===== src/rtl/latch_ctrl_pkg.sv =====
// latch_ctrl_pkg: shared types and constants for the latch bank write controller.
//   state_t    - controller FSM states
//   CLEAR_CYC  - number of cycles the bank reset (LR) is held low for a clear
//   addr_w()   - index width for a count of n items (never less than 1 bit)
package latch_ctrl_pkg;

  typedef enum logic [2:0] {
    IDLE,
    SETUP,
    OPEN,
    HOLD,
    CLEAR
  } state_t;

  localparam int unsigned CLEAR_CYC = 2;

  function automatic int unsigned addr_w(input int unsigned n);
    return (n < 2) ? 1 : $clog2(n);
  endfunction

endpackage


===== src/rtl/rr_arbiter.sv =====
// rr_arbiter: round-robin arbiter with an internal priority pointer.
//   clk, rst_n : clock, asynchronous active-low reset (pointer returns to 0)
//   req        : request vector
//   adv        : strobe, moves the pointer to one past adv_idx
//   adv_idx    : index of the grant being retired
//   grant      : one-hot grant (zero when no request)
//   gidx       : index of the granted requester
//   gany       : at least one request is present
module rr_arbiter
  import latch_ctrl_pkg::*;
#(
  parameter  int unsigned NREQ = 4,
  localparam int unsigned IW   = addr_w(NREQ)
) (
  input  logic            clk,
  input  logic            rst_n,
  input  logic [NREQ-1:0] req,
  input  logic            adv,
  input  logic [IW-1:0]   adv_idx,
  output logic [NREQ-1:0] grant,
  output logic [IW-1:0]   gidx,
  output logic            gany
);

  logic [IW-1:0]     ptr;
  logic [2*NREQ-1:0] dbl;
  logic [NREQ-1:0]   rot;
  logic [IW-1:0]     off;
  logic [IW:0]       sum;

  // Rotate the request vector so the pointer position becomes bit 0, take the
  // first set bit, then map the offset back to an absolute index modulo NREQ.
  always_comb begin
    dbl  = {req, req};
    rot  = NREQ'(dbl >> ptr);
    gany = 1'b0;
    off  = '0;
    for (int unsigned k = 0; k < NREQ; k++) begin
      if (!gany && rot[k]) begin
        gany = 1'b1;
        off  = IW'(k);
      end
    end
    sum = {1'b0, ptr} + {1'b0, off};
    if (sum >= (IW+1)'(NREQ)) begin
      sum = sum - (IW+1)'(NREQ);
    end
    gidx  = sum[IW-1:0];
    grant = gany ? (NREQ'(1) << gidx) : '0;
  end

  always_ff @(posedge clk or negedge rst_n) begin
    if (!rst_n) begin
      ptr <= '0;
    end else if (adv) begin
      ptr <= (adv_idx == IW'(NREQ-1)) ? '0 : adv_idx + IW'(1);
    end
  end

endmodule


===== src/rtl/latch_bank_write_ctrl.sv =====
// latch_bank_write_ctrl: sequences writes from NREQ requesters into a bank of
// NLAT level-sensitive D-latches with a setup -> open -> hold discipline, and
// sequences a bank-wide clear through the latches' active-low reset.
//   CLK   : clock
//   R     : asynchronous active-low reset
//   REQ   : per-requester write request (level, held until ACK)
//   ADDR  : per-requester entry address, requester i at [i*AW +: AW]
//   WDATA : per-requester write data, requester i at [i*W +: W]
//   CLR   : bank clear request pulse
//   ACK   : one-cycle one-hot write-complete pulse
//   BUSY  : controller not idle
//   LD    : shared latch D bus
//   LEN   : one-hot latch enables
//   LR    : latch bank reset, active-low
// All outputs are registered; their next values are derived from the next state.
module latch_bank_write_ctrl
  import latch_ctrl_pkg::*;
#(
  parameter  int unsigned NREQ     = 4,
  parameter  int unsigned NLAT     = 8,
  parameter  int unsigned W        = 8,
  parameter  int unsigned OPEN_CYC = 2,
  localparam int unsigned AW       = addr_w(NLAT)
) (
  input  logic              CLK,
  input  logic              R,
  input  logic [NREQ-1:0]   REQ,
  input  logic [NREQ*AW-1:0] ADDR,
  input  logic [NREQ*W-1:0] WDATA,
  input  logic              CLR,
  output logic [NREQ-1:0]   ACK,
  output logic              BUSY,
  output logic [W-1:0]      LD,
  output logic [NLAT-1:0]   LEN,
  output logic              LR
);

  localparam int unsigned IW = addr_w(NREQ);
  localparam int unsigned CW = addr_w((OPEN_CYC > CLEAR_CYC) ? OPEN_CYC : CLEAR_CYC);

  state_t            state, state_n;
  logic [CW-1:0]     cnt, cnt_n;
  logic [AW-1:0]     addr_q, addr_n;
  logic [NREQ-1:0]   sel_q, sel_n;
  logic [IW-1:0]     gidx_q, gidx_n;
  logic              clr_pend, clr_pend_n;
  logic [W-1:0]      ld_n;
  logic [NLAT-1:0]   len_n;
  logic [NREQ-1:0]   ack_n;
  logic              busy_n;
  logic              lr_n;

  logic [NREQ-1:0]   grant;
  logic [IW-1:0]     gidx;
  logic              gany;
  logic              adv;

  assign adv = (state == HOLD);

  rr_arbiter #(.NREQ(NREQ)) u_arb (
    .clk     (CLK),
    .rst_n   (R),
    .req     (REQ),
    .adv     (adv),
    .adv_idx (gidx_q),
    .grant   (grant),
    .gidx    (gidx),
    .gany    (gany)
  );

  always_comb begin
    state_n    = state;
    cnt_n      = cnt;
    addr_n     = addr_q;
    sel_n      = sel_q;
    gidx_n     = gidx_q;
    ld_n       = LD;
    clr_pend_n = clr_pend | CLR;

    unique case (state)
      IDLE: begin
        if (clr_pend) begin
          state_n    = CLEAR;
          cnt_n      = '0;
          ld_n       = '0;
          // a pulse arriving in the servicing cycle stays pending
          clr_pend_n = CLR;
        end else if (gany) begin
          state_n = SETUP;
          addr_n  = ADDR[gidx*AW +: AW];
          ld_n    = WDATA[gidx*W +: W];
          sel_n   = grant;
          gidx_n  = gidx;
        end
      end
      SETUP: begin
        state_n = OPEN;
        cnt_n   = '0;
      end
      OPEN: begin
        if (cnt == CW'(OPEN_CYC - 1)) begin
          state_n = HOLD;
        end else begin
          cnt_n = cnt + CW'(1);
        end
      end
      HOLD: begin
        state_n = IDLE;
      end
      CLEAR: begin
        ld_n = '0;
        if (cnt == CW'(CLEAR_CYC - 1)) begin
          state_n = IDLE;
        end else begin
          cnt_n = cnt + CW'(1);
        end
      end
      default: begin
        state_n = IDLE;
      end
    endcase

    // Out-of-range addresses match no entry, so LEN stays zero for them.
    len_n = '0;
    for (int unsigned i = 0; i < NLAT; i++) begin
      len_n[i] = (state_n == OPEN) && (addr_q == AW'(i));
    end
    ack_n  = (state_n == HOLD) ? sel_q : '0;
    busy_n = (state_n != IDLE);
    lr_n   = (state_n != CLEAR);
  end

  always_ff @(posedge CLK or negedge R) begin
    if (!R) begin
      state    <= IDLE;
      cnt      <= '0;
      addr_q   <= '0;
      sel_q    <= '0;
      gidx_q   <= '0;
      clr_pend <= 1'b0;
      LD       <= '0;
      LEN      <= '0;
      ACK      <= '0;
      BUSY     <= 1'b0;
      LR       <= 1'b0;
    end else begin
      state    <= state_n;
      cnt      <= cnt_n;
      addr_q   <= addr_n;
      sel_q    <= sel_n;
      gidx_q   <= gidx_n;
      clr_pend <= clr_pend_n;
      LD       <= ld_n;
      LEN      <= len_n;
      ACK      <= ack_n;
      BUSY     <= busy_n;
      LR       <= lr_n;
    end
  end

endmodule

===== config.mk =====
export PLATFORM = sky130hd
export DESIGN_NAME = latch_bank_write_ctrl
export DESIGN_NICKNAME = d
export VERILOG_FILES = /design/src/rtl/latch_ctrl_pkg.sv /design/src/rtl/rr_arbiter.sv /design/src/rtl/latch_bank_write_ctrl.sv
export SDC_FILE = /design/constraint.sdc
export NUM_CORES = 1
export LEC_CHECK = 0
export ABC_AREA = 0
export ABC_CLOCK_PERIOD_IN_PS = 3200
export CORE_MARGIN = 2
export CORE_UTILIZATION = 40
export CTS_CLUSTER_SIZE = 10
export DETAILED_ROUTE_END_ITERATION = 7
export MAX_ROUTING_LAYER = met4
export PLACE_DENSITY = 0.71
export SLEW_MARGIN = 15
export SYNTH_ARGS = -nofsm -noshare
export SYNTH_HDL_FRONTEND = slang
export SYNTH_SLANG_ARGS = --single-unit

===== constraint.sdc =====
create_clock -name CLK -period 3.2 [get_ports CLK]
set_input_delay 0.32 -clock CLK [delete_from_list [all_inputs] [get_ports CLK]]
set_output_delay 0.32 -clock CLK [all_outputs]
set_load 0.01 [all_outputs]

==> results.yml <==
outcome:
  outcome: "finished clean"
global_routing:
  global_route.overflow_total: 0
  global_route.usage.total_pct: 16.6
  antenna_violations_before_repair: 0
  maximum_number_of_pins_on_one_net_before_global_route_repair: 39
  first_global_vias: 1729
  wire_length_of_the_first_global_routing_pass_mm: 7.72
clocking:
  tritoncts_num_sinks: 38
  tritoncts.num_buffers: 5
  maximum_clock_path_buffer_count: 2
  postCtsHoldBufs: 0
  cts_max_level: 2
  clk_pin_slew_worst_paths_ns: 0.07
  ctsRootBufferMaster: "sky130_fd_sc_hd__clkbuf_8"
  clock_latency_at_the_later_pin_of_the_worst_skew_pair_ns: 0.29
  postCtsResizedCells: 0
  total_setup_buffers_inserted_after_cts: 0
  tritoncts: "done"
drt:
  drc: 0
  drt_iter0_markers: 79
  route.vias.total: 1917
  post_drt_wl_per_cell_um: 13.5
  detail-route-antenna-nets: 0
  number_of_iterations_in_the_first_detailed_routing_pass: 5
  vias_per_cell: 5.34
  drt_wl_total_mm: 4.86
synth:
  syn_std_cell_area_um2: 2190
  synth_top_cells_by_area: "sky130_fd_sc_hd__dfrtp_1 43%, sky130_fd_sc_hd__mux2i_1 7.8%, sky130_fd_sc_hd__nand2_1 3.9%, sky130_fd_sc_hd__nor2_1 3.6%, sky130_fd_sc_hd__o311ai_1 3.2%"
  dominant_combinational_cell_family_by_area_after_synthesis: "simple AND/OR/NAND/NOR gates"
  dominant_cell_by_count_in_the_synthesized_netlist: "sky130_fd_sc_hd__dfrtp_1"
  synth.net_count: 276
  yosys-mux-area-fraction_pct: 8.28
  synth-async-reset-ratio_pct: 100
  synth.largest_area_cell: "sky130_fd_sc_hd__dfrtp_1"
  synth-seq-cells: 38
  ys_seq_area_share_pct: 43.4
  synth_enable_flop_cells: 0
  netlist-cell-type-count: 50
  postSynthAreaPerCell_um2: 9.82
  share_of_the_synthesized_area_in_compound_gates_ao_oa_aoi_oai_pct: 19.8
  synth_top_cells_by_count: "38 x sky130_fd_sc_hd__dfrtp_1, 23 x sky130_fd_sc_hd__nand2_1, 21 x sky130_fd_sc_hd__nor2_1"
  number_of_cells_produced_by_synthesis: 223
  synth-adder-area-share_pct: 1.14
  ys.warnings.count: 0
  synth_flop_cell: "sky130_fd_sc_hd__dfrtp_1"
  synth_xor_area_share_pct: 0.800
  yosys.area_share.simple_pct: 20.1
  post-synth-top-area-fraction_pct: 43.4
critical_path:
  worstPathArrival_ns: 3.01
  cp.required_ns: 3.38
  timing.critical_path.fanout_max: 13
  cp-end-kind: "register"
  crit_type: "in -> reg"
  critical_path.startpoint_type: "primary input"
floorplanning:
  floorplan.die_area_um2: 6080
  die-width_um: 78.0
  fp.coreArea_um2: 5200
  fp-row-count: 26
  die_h_um: 78.0
  initial_utilization_pct: 42.1
  io_pins: 73
sta:
  worst_hold_slack_ns: 0.116
  setup-violations-final: 0
  maxClockFrequency_mhz: 354
  hold_viol: 0
  fin_crit_ns: 2.83
  grt_setup_unrepaired: "no"
  max_slew.worst_pin.slew_ns: 0.810
  final.setup_skew_ns: 0.00758
  timing.slew.headroom_pct: 46.0
  final.period_utilization_pct: 88.4
  final-max-slew-violation-count: 0
  totalNegativeSetupSlack_ns: 0
power_and_ir_drop:
  cellLeakagePower_nw: 1.23
  largest_vdd_supply_drop_mv: 0.568
  power_density_of_the_placed_cells_nw_per_um2: 768
  finalPower_mw: 2.30
placed_design:
  dp_wirelength_mm: 3.56
  port_buffers: 72
  place_inst: 351
  routabilityCongestion: 0.801
  detailed_place.area_um2: 2890
finish:
  fin_cells: 359
  drive_above_1_share_pct: 7.61
  cell_area_after_layout_um2: 2990
  fill_cells: 489
  layout_area_growth_over_synthesis_pct: 36.5
  antenna_cells: 0
  layout.nets: 341
run:
  maxCapViolCount: 0
worst_hold_path:
  hold_path_class: "in -> async"
registers in the layout (all words and copies together), names as in the netlist:
register and count:
LD 8, LEN 8, ACK 4, sel_q 4
addr_q 3, state 3, gidx_q 2, u_arb.ptr 2
BUSY 1, LR 1, clr_pend 1, cnt 1
metrics by stage:
step | worst slack, ns | util, %
floorplan | 0.809 | -
global placement | 0.227 | 55.6
detailed placement | 0.121 | 55.6
CTS | 0.428 | 57.4
global route | 0.147 | 57.5
finish | 0.372 | 57.5
where the power goes:
group,switching [mW],internal (mW)
Combinational,0.605,0.574
Clock,0.161,0.174
Sequential,0.154,0.628
Total,0.920,1.38
path summary, 6_finish.rpt:
| check | from | cells past startpoint | slack, ns | to |
|---|---|---|---|---|
| min reg2reg | LD[0] | 2 | 0.49 | LD[0] |
| max reg2reg | u_arb.ptr[0] | 9 | 0.46 | LD[4] |
| min in group CLK | LD[0] | 2 | 0.49 | LD[0] |
| max in group asynchronous | R | 1 | 2.57 | sel_q[2] |
| max | REQ[3] | 11 | 0.37 | LD[4] |
| min | R | 1 | 0.12 | u_arb.ptr[0] |
layer usage:
| metal | up-vias | wire length (um) | GRT usage, % |
|---|---|---|---|
| met5 | - | 0 | - |
| met4 | 0 | 81 | 6.14 |
| met3 | 9 | 349 | 5.23 |
| met2 | 78 | 2320 | 26.6 |
| met1 | 889 | 2110 | 19.7 |
| li1 | 941 | - | - |
critical path, stage by stage:
cell	delay, ns
sky130_fd_sc_hd__clkdlybuf4s50_1	0.56
sky130_fd_sc_hd__inv_1	0.08
sky130_fd_sc_hd__nand3_1	0.08
sky130_fd_sc_hd__o311ai_0	0.13
sky130_fd_sc_hd__o21ai_1	0.11
sky130_fd_sc_hd__o221ai_1	0.12
sky130_fd_sc_hd__ha_1	0.24
sky130_fd_sc_hd__xnor2_1	0.24
sky130_fd_sc_hd__nand4_1	0.43
sky130_fd_sc_hd__and2_4	0.40
sky130_fd_sc_hd__o311ai_1	0.31
cells by family (layout without fill, tap and decap cells):
family,after synthesis,after routing
AOI/OAI and AO/OA,59,59
DFF,38,38
buffers and inverters,20,86
muxes,18,18
and+or+nand+nor,84,84
xor gates and xnor gates,2,2
adders and majority gates,2,2
layout by cell type (no fill, tap or decap), types with 4 or more instances in the layout:
master,instances
sky130_fd_sc_hd__clkdlybuf4s50_1,71
sky130_fd_sc_hd__dfrtp_1,38
sky130_fd_sc_hd__nand2_1,23
sky130_fd_sc_hd__nor2_1,21
sky130_fd_sc_hd__mux2i_1,17
sky130_fd_sc_hd__o21ai_0,11
sky130_fd_sc_hd__a21oi_1,9
sky130_fd_sc_hd__nand2b_1,8
sky130_fd_sc_hd__o311ai_1,8
sky130_fd_sc_hd__o21ai_1,7
sky130_fd_sc_hd__nor3_1,6
sky130_fd_sc_hd__clkbuf_8,6
sky130_fd_sc_hd__and2_1,4
sky130_fd_sc_hd__nand4_1,4
layout make-up:
cell class              instances  area, um^2  share of cell area [%]
inverters                       4        15.0                   0.502
clock buffers                   7        86.3                    2.89
multi-input cells             165        1100                    36.9
well taps                      70        87.6                    2.93
repair buffers                 74         743                    24.9
clock inverters                 1        5.00                   0.167
flip-flops and latches         38         951                    31.8
Power figures use the tool's default switching activity.
